[config.mk]
export PLATFORM = sky130hd
export DESIGN_NAME = mc_controller
export DESIGN_NICKNAME = d
export VERILOG_FILES = /design/src/rtl/mc_pkg.sv /design/src/rtl/mc_decode.sv /design/src/rtl/mc_controller.sv
export SDC_FILE = /design/constraint.sdc
export NUM_CORES = 1
export LEC_CHECK = 0
export BUFFER_PORTS_ARGS = -buffer_cell sky130_fd_sc_hd__buf_2
export CAP_MARGIN = 10
export CORE_MARGIN = 4
export CORE_UTILIZATION = 40
export CTS_CLUSTER_DIAMETER = 150
export DETAILED_ROUTE_END_ITERATION = 10
export PLACE_DENSITY = 0.75
export SLEW_MARGIN = 40
export SYNTH_ARGS = -nofsm -noshare
export SYNTH_HDL_FRONTEND = slang
export SYNTH_SLANG_ARGS = --single-unit
[constraint.sdc]
create_clock -name clk -period 4.25 [get_ports clk]
set_input_delay 0.2125 -clock clk [delete_from_list [all_inputs] [get_ports clk]]
set_output_delay 0.2125 -clock clk [all_outputs]
set_load 0.02 [all_outputs]
[src/rtl/mc_pkg.sv]
// Shared types and encodings for the multi-cycle control unit.
package mc_pkg;

  typedef enum logic [2:0] {
    StIdle,
    StFetch,
    StDecode,
    StExec,
    StMem,
    StWb,
    StDone
  } state_e;

  typedef enum logic [1:0] {
    AluAdd = 2'd0,
    AluSub = 2'd1,
    AluSlt = 2'd2
  } alu_op_e;

  typedef enum logic [2:0] {
    ClsLw,
    ClsAddi,
    ClsAdd,
    ClsSlt,
    ClsBeq,
    ClsBne,
    ClsIllegal
  } instr_cls_e;

  localparam logic [5:0] OpRtype = 6'b000000;
  localparam logic [5:0] OpLw    = 6'b100011;
  localparam logic [5:0] OpAddiu = 6'b001001;
  localparam logic [5:0] OpBeq   = 6'b000100;
  localparam logic [5:0] OpBne   = 6'b000101;
  localparam logic [5:0] FnAddu  = 6'b100001;
  localparam logic [5:0] FnSlt   = 6'b101010;

  function automatic alu_op_e alu_op_for(instr_cls_e cls);
    case (cls)
      ClsBeq, ClsBne: return AluSub;
      ClsSlt:         return AluSlt;
      default:        return AluAdd;
    endcase
  endfunction

endpackage

[src/rtl/mc_decode.sv]
// Combinational instruction classifier: opcode/funct to instruction class.
module mc_decode
  import mc_pkg::*;
(
  input  logic [5:0] opcode,
  input  logic [5:0] funct,
  output instr_cls_e cls
);

  always_comb begin
    cls = ClsIllegal;
    unique case (opcode)
      OpLw:    cls = ClsLw;
      OpAddiu: cls = ClsAddi;
      OpBeq:   cls = ClsBeq;
      OpBne:   cls = ClsBne;
      OpRtype: begin
        if (funct == FnAddu) begin
          cls = ClsAdd;
        end else if (funct == FnSlt) begin
          cls = ClsSlt;
        end
      end
      default: cls = ClsIllegal;
    endcase
  end

endmodule

[src/rtl/mc_controller.sv]
// Multi-cycle control unit: sequences instruction fetch, decode and datapath strobes
// for one program run per start pulse.
module mc_controller
  import mc_pkg::*;
#(
  parameter int unsigned PROG_LEN = 11,
  parameter int unsigned PC_W     = 4
) (
  input  logic            clk,
  input  logic            rst_n,
  input  logic            start,
  input  logic [31:0]     instruction,
  input  logic            alu_zero,
  output logic [PC_W-1:0] prog_counter,
  output logic            ir_load,
  output logic            alu_src,
  output logic [1:0]      alu_op,
  output logic            mem_read,
  output logic            reg_write,
  output logic            reg_dst,
  output logic            wb_sel,
  output logic            busy,
  output logic            done,
  output logic            illegal
);

  state_e          state_q, state_d;
  logic [PC_W-1:0] pc_q;
  logic [31:0]     ir_q;
  logic            illegal_q;
  instr_cls_e      cls;
  logic            taken;
  logic [16:0]     next_pc;
  logic            next_ok;

  logic unused_ir;
  assign unused_ir = ^ir_q[25:16];

  mc_decode u_decode (
    .opcode (ir_q[31:26]),
    .funct  (ir_q[5:0]),
    .cls    (cls)
  );

  // 17-bit two's complement so a backward branch past PC 0 shows up as negative.
  always_comb begin
    taken   = ((cls == ClsBeq) && alu_zero) || ((cls == ClsBne) && !alu_zero);
    next_pc = {{(17 - PC_W){1'b0}}, pc_q} + 17'd1 + (taken ? {ir_q[15], ir_q[15:0]} : 17'd0);
    next_ok = !next_pc[16] && (next_pc < 17'(PROG_LEN));
  end

  always_comb begin
    state_d = state_q;
    unique case (state_q)
      StIdle:   if (start) state_d = StFetch;
      StFetch:  state_d = StDecode;
      StDecode: state_d = (cls == ClsIllegal) ? StDone : StExec;
      StExec: begin
        unique case (cls)
          ClsLw:          state_d = StMem;
          ClsBeq, ClsBne: state_d = next_ok ? StFetch : StDone;
          default:        state_d = StWb;
        endcase
      end
      StMem:    state_d = StWb;
      StWb:     state_d = next_ok ? StFetch : StDone;
      StDone:   state_d = StIdle;
      default:  state_d = StIdle;
    endcase
  end

  // Outputs are registered from the state being entered, so they line up with state_q.
  always_ff @(posedge clk) begin
    if (!rst_n) begin
      state_q   <= StIdle;
      pc_q      <= '0;
      ir_q      <= '0;
      illegal_q <= 1'b0;
      ir_load   <= 1'b0;
      alu_src   <= 1'b0;
      alu_op    <= AluAdd;
      mem_read  <= 1'b0;
      reg_write <= 1'b0;
      reg_dst   <= 1'b0;
      wb_sel    <= 1'b0;
      busy      <= 1'b0;
      done      <= 1'b0;
    end else begin
      state_q <= state_d;
      if (state_q == StIdle && start) begin
        pc_q      <= '0;
        illegal_q <= 1'b0;
      end
      if (state_q == StFetch) begin
        ir_q <= instruction;
      end
      if (state_q == StDecode && cls == ClsIllegal) begin
        illegal_q <= 1'b1;
      end
      if ((state_q == StExec || state_q == StWb) && state_d == StFetch) begin
        pc_q <= next_pc[PC_W-1:0];
      end
      ir_load   <= (state_d == StDecode);
      alu_src   <= (state_d == StExec) && (cls == ClsLw || cls == ClsAddi);
      alu_op    <= (state_d == StExec) ? alu_op_for(cls) : AluAdd;
      mem_read  <= (state_d == StMem);
      reg_write <= (state_d == StWb);
      reg_dst   <= (state_d == StWb) && (cls == ClsAdd || cls == ClsSlt);
      wb_sel    <= (state_d == StWb) && (cls == ClsLw);
      busy      <= state_d inside {StFetch, StDecode, StExec, StMem, StWb};
      done      <= (state_d == StDone);
    end
  end

  assign prog_counter = pc_q;
  assign illegal      = illegal_q;

endmodule

==> metrics.md <==
| Metric | Value |
|---|---|
| Status | finished clean |
| Syn Nets | 318 |
| Hold path cells | 3 |
| Final ANT Viol Nets | 0 |
| GRT Overall Usage | 15.3% |
| Uppermost layer routed | met4 |
| Synth Flop Type | dfxtp_1 |
| Post-synthesis sequential area ratio | 36.0% |
| Die Wd | 82.6 um |
| Vias in the first global route | 1839 |
| I/O pins | 51 |
| Area of the mapped netlist | 2230 sq um |
| PwrDens | 527 nW/um^2 |
| WL met1 | 2300 um |
| WHS Endpoint | ir_q[13] |
| Yosys warning total | 0 |
| Total die area | 6820 sq um |
| Reg2Reg Setup Slack | 0.30 ns |
| Worst reg2reg endpoint | prog_counter[0] |
| Largest net degree at the start of global routing | 29 |
| Drt wl/cell | 12.3 um |
| Cell Rows | 26 |
| Most frequent CP cell | mux2i_1 |
| Max Clock Skew | 0.0114 ns |
| Max Slew Vio Count | 0 |
| First-pass GRT wire length | 8090 um |
| Htree depth | 2 |
| Initial DRC count | 125 |
| WL final | 4750 um |
| Most common cell after layout, fill and taps aside | nand2_1 |
| Most frequent cells in the layout | nand2_1, dfxtp_1, buf_2 |
| Final core occ | 50.3% |
| Final hold vios | 0 |
| Post-route DRC | 0 |
| Reg clk slew, reported paths | 0.09 ns |
| Drt first pass iters | 4 |
| Slew headroom | 48.3% |
| Die Y | 82.6 um |
| Min-delay src | instruction[13] |
| Cts hold-fix bufs | 0 |
| IO Port Bufs | 40 |
| Clock sinks | 40 |
| Static Leakage | 0.00107 uW |
| Post-route minimum period | 3.95 ns |
| Cell breakdown of the critical path | nor4_4 > and3_2 > and2_1 > ha_1 > nor2b_1 > o31a_1 > nor2_2 > buf_4 > mux2i_1 > o41ai_4 > nand2_2 > nor3_4 > a221o_2 > nor3b_4 > mux2i_1 |
| Post-CTS setup buffers | 0 |
| Critical path class | reg2reg |
| Synth cell types | 58 |
| CP max-delay cell | o41ai_4 |
| CP endpoint kind | flop |
| Clk buf depth | 2 |
| Crit start category | flop |
| Max incr delay on CP | 0.47 ns |
| Pre-CTS WS | 0.209 ns |
| Post-synth EDFFs | 0 |
| Area delta synth->final | 18.3% |
| Yosys reg bits | 40 |
| Crit share post-route | 92.9% |
| Top cells by area, synth | dfxtp_1, nand2_1, a21oi_1 |
| PostCTS Resize Cnt | 0 |
| CORE AREA | 5240 sq um |
| Layout cell share with drive strength beyond 1 | 21.8% |
| Cell taking the most area after synthesis | dfxtp_1 |
| Yosys top cell area share | 36.0% |
| DR vias | 1980 |
| Initial antenna violation count | 0 |
| Worst-path fanout max | 7 |
| Placer Congestion | 0.877 |
| Max capacitance violation total | 0 |
| Clk_lat worst skew | 0.30 ns |
| FMAX | 0.253 GHz |
| Post-DP HPWL | 3550 um |
| CTS tree | yes |
| Post-synth ARST share | 0% |
| CTS Buf Count | 5 |
| Final setup violation count | 0 |
| Mean post-synth cell area | 8.04 sq um |
| Grt ovf | 0 |
| Min-Delay Path Class | in2reg |
| Data arrival time of the critical path | 4.17 ns |
| Initial Util | 42.5% |
| Wire length on met3 | 258 um |
| Worst vdd ir | 0.000249 V |
| Setup WS post-layout | 0.301 ns |
| Layout Nets | 356 |
| Met2 routed WL | 2120 um |
| Reg2reg path depth | 15 |
| ANT cells | 0 |
| Least-Margin Pin Slew | 0.773 ns |
| Root Buffer | clkbuf_8 |
| Post-Synthesis Cells | 277 |
| Vias/cell | 5.13 |
| WP data required | 4.47 ns |
| Worst r2r src | ir_q[29] |
synthesized netlist by cell type, types with 2 or more instances:
library cell / instances
nand3_1: 7
nor2_1: 21
mux2i_1: 7
o21ai_0: 6
a21oi_1: 29
ha_1: 4
xnor2_1: 4
or3_1: 2
xor2_1: 3
inv_1: 6
a211oi_1: 2
and3_1: 3
dfxtp_1: 40
nand2_1: 65
nand2b_1: 3
nand4_1: 3
o21a_1: 2
nor2b_1: 5
nor3_1: 7
nand3b_1: 2
clkbuf_1: 10
and2_1: 7
a21o_1: 4
power breakdown:
part / switching, uW / internal [uW] / leakage, uW
clock network: 134 / 207 / 0.0000645
logic: 294 / 221 / 0.000677
registers: 87.3 / 443 / 0.000325
area by class of cell:
class	count	area (sq um)
clock buffers	7	96.3
flip-flops and latches	40	801
fillers	515	2610
well taps	70	87.6
inverters	7	26.3
multi-input cells	218	1370
clock inverters	1	30.0
repair buffers	43	223
per-layer routing:
layer | track usage (%) | up-vias
met4 | 5.72 | 0
met2 | 24.6 | 48
met1 | 19.7 | 890
met5 | 0 | -
met3 | 3.80 | 5
li1 | - | 1037
registers in the layout, indices dropped and copies added, names as in the netlist, 2 cells and up:
signal and flops:
ir_q 22, prog_counter 4, state_q 3, alu_op 2
how the worst max path moves through the flow:
stage             start         endpoint  slack [ns]  cells after the start
2_1_floorplan  ir_q[29]  prog_counter[0]        0.29                     16
3_3_place_gp   ir_q[29]  prog_counter[3]        0.29                     14
3_5_place_dp   ir_q[29]  prog_counter[3]        0.21                     14
4_1_cts        ir_q[29]  prog_counter[3]        0.20                     14
5_1_grt        ir_q[29]  prog_counter[3]      -0.004                     15
6_report       ir_q[29]  prog_counter[0]        0.30                     15
worst max-delay path: cells and delay by family, from the launching register on:
kind | cells | cell delay [ns]
AND/OR/NAND/NOR | 8 | 1.74
flip-flops | 1 | 0.39
multiplexers | 2 | 0.33
AO/OA/AOI/OAI | 3 | 1.02
buffers and inverters | 1 | 0.17
adder cells (fa/ha/maj) | 1 | 0.24
per-stage QoR:
stage / instances / cell area [sq um] / TNS (ns) / power (uW) / hold slack (ns)
CTS: 386 / 2620 / 0 / 1400 / 0.138
global route: 386 / 2630 / -0.00362 / 1490 / 0.136
global placement: 378 / 2490 / 0 / 1040 / 0.453
floorplan: 277 / 2230 / 0 / 940 / 0.348
finish: 386 / 2630 / 0 / 1390 / 0.146
detailed placement: 378 / 2500 / 0 / 1050 / 0.459
cell families (layout without fill, tap and decap cells):
group | count (synthesis) | in the layout | share of synthesized area (%)
mux | 9 | 9 | 4.33
buf+inv | 19 | 58 | 3.43
flops | 40 | 40 | 36.0
compound gates | 60 | 60 | 19.6
fa+ha+maj | 5 | 5 | 3.15
xor+xnor | 7 | 7 | 2.75
simple gates | 137 | 137 | 30.8
(Power assumes the default switching activity.)
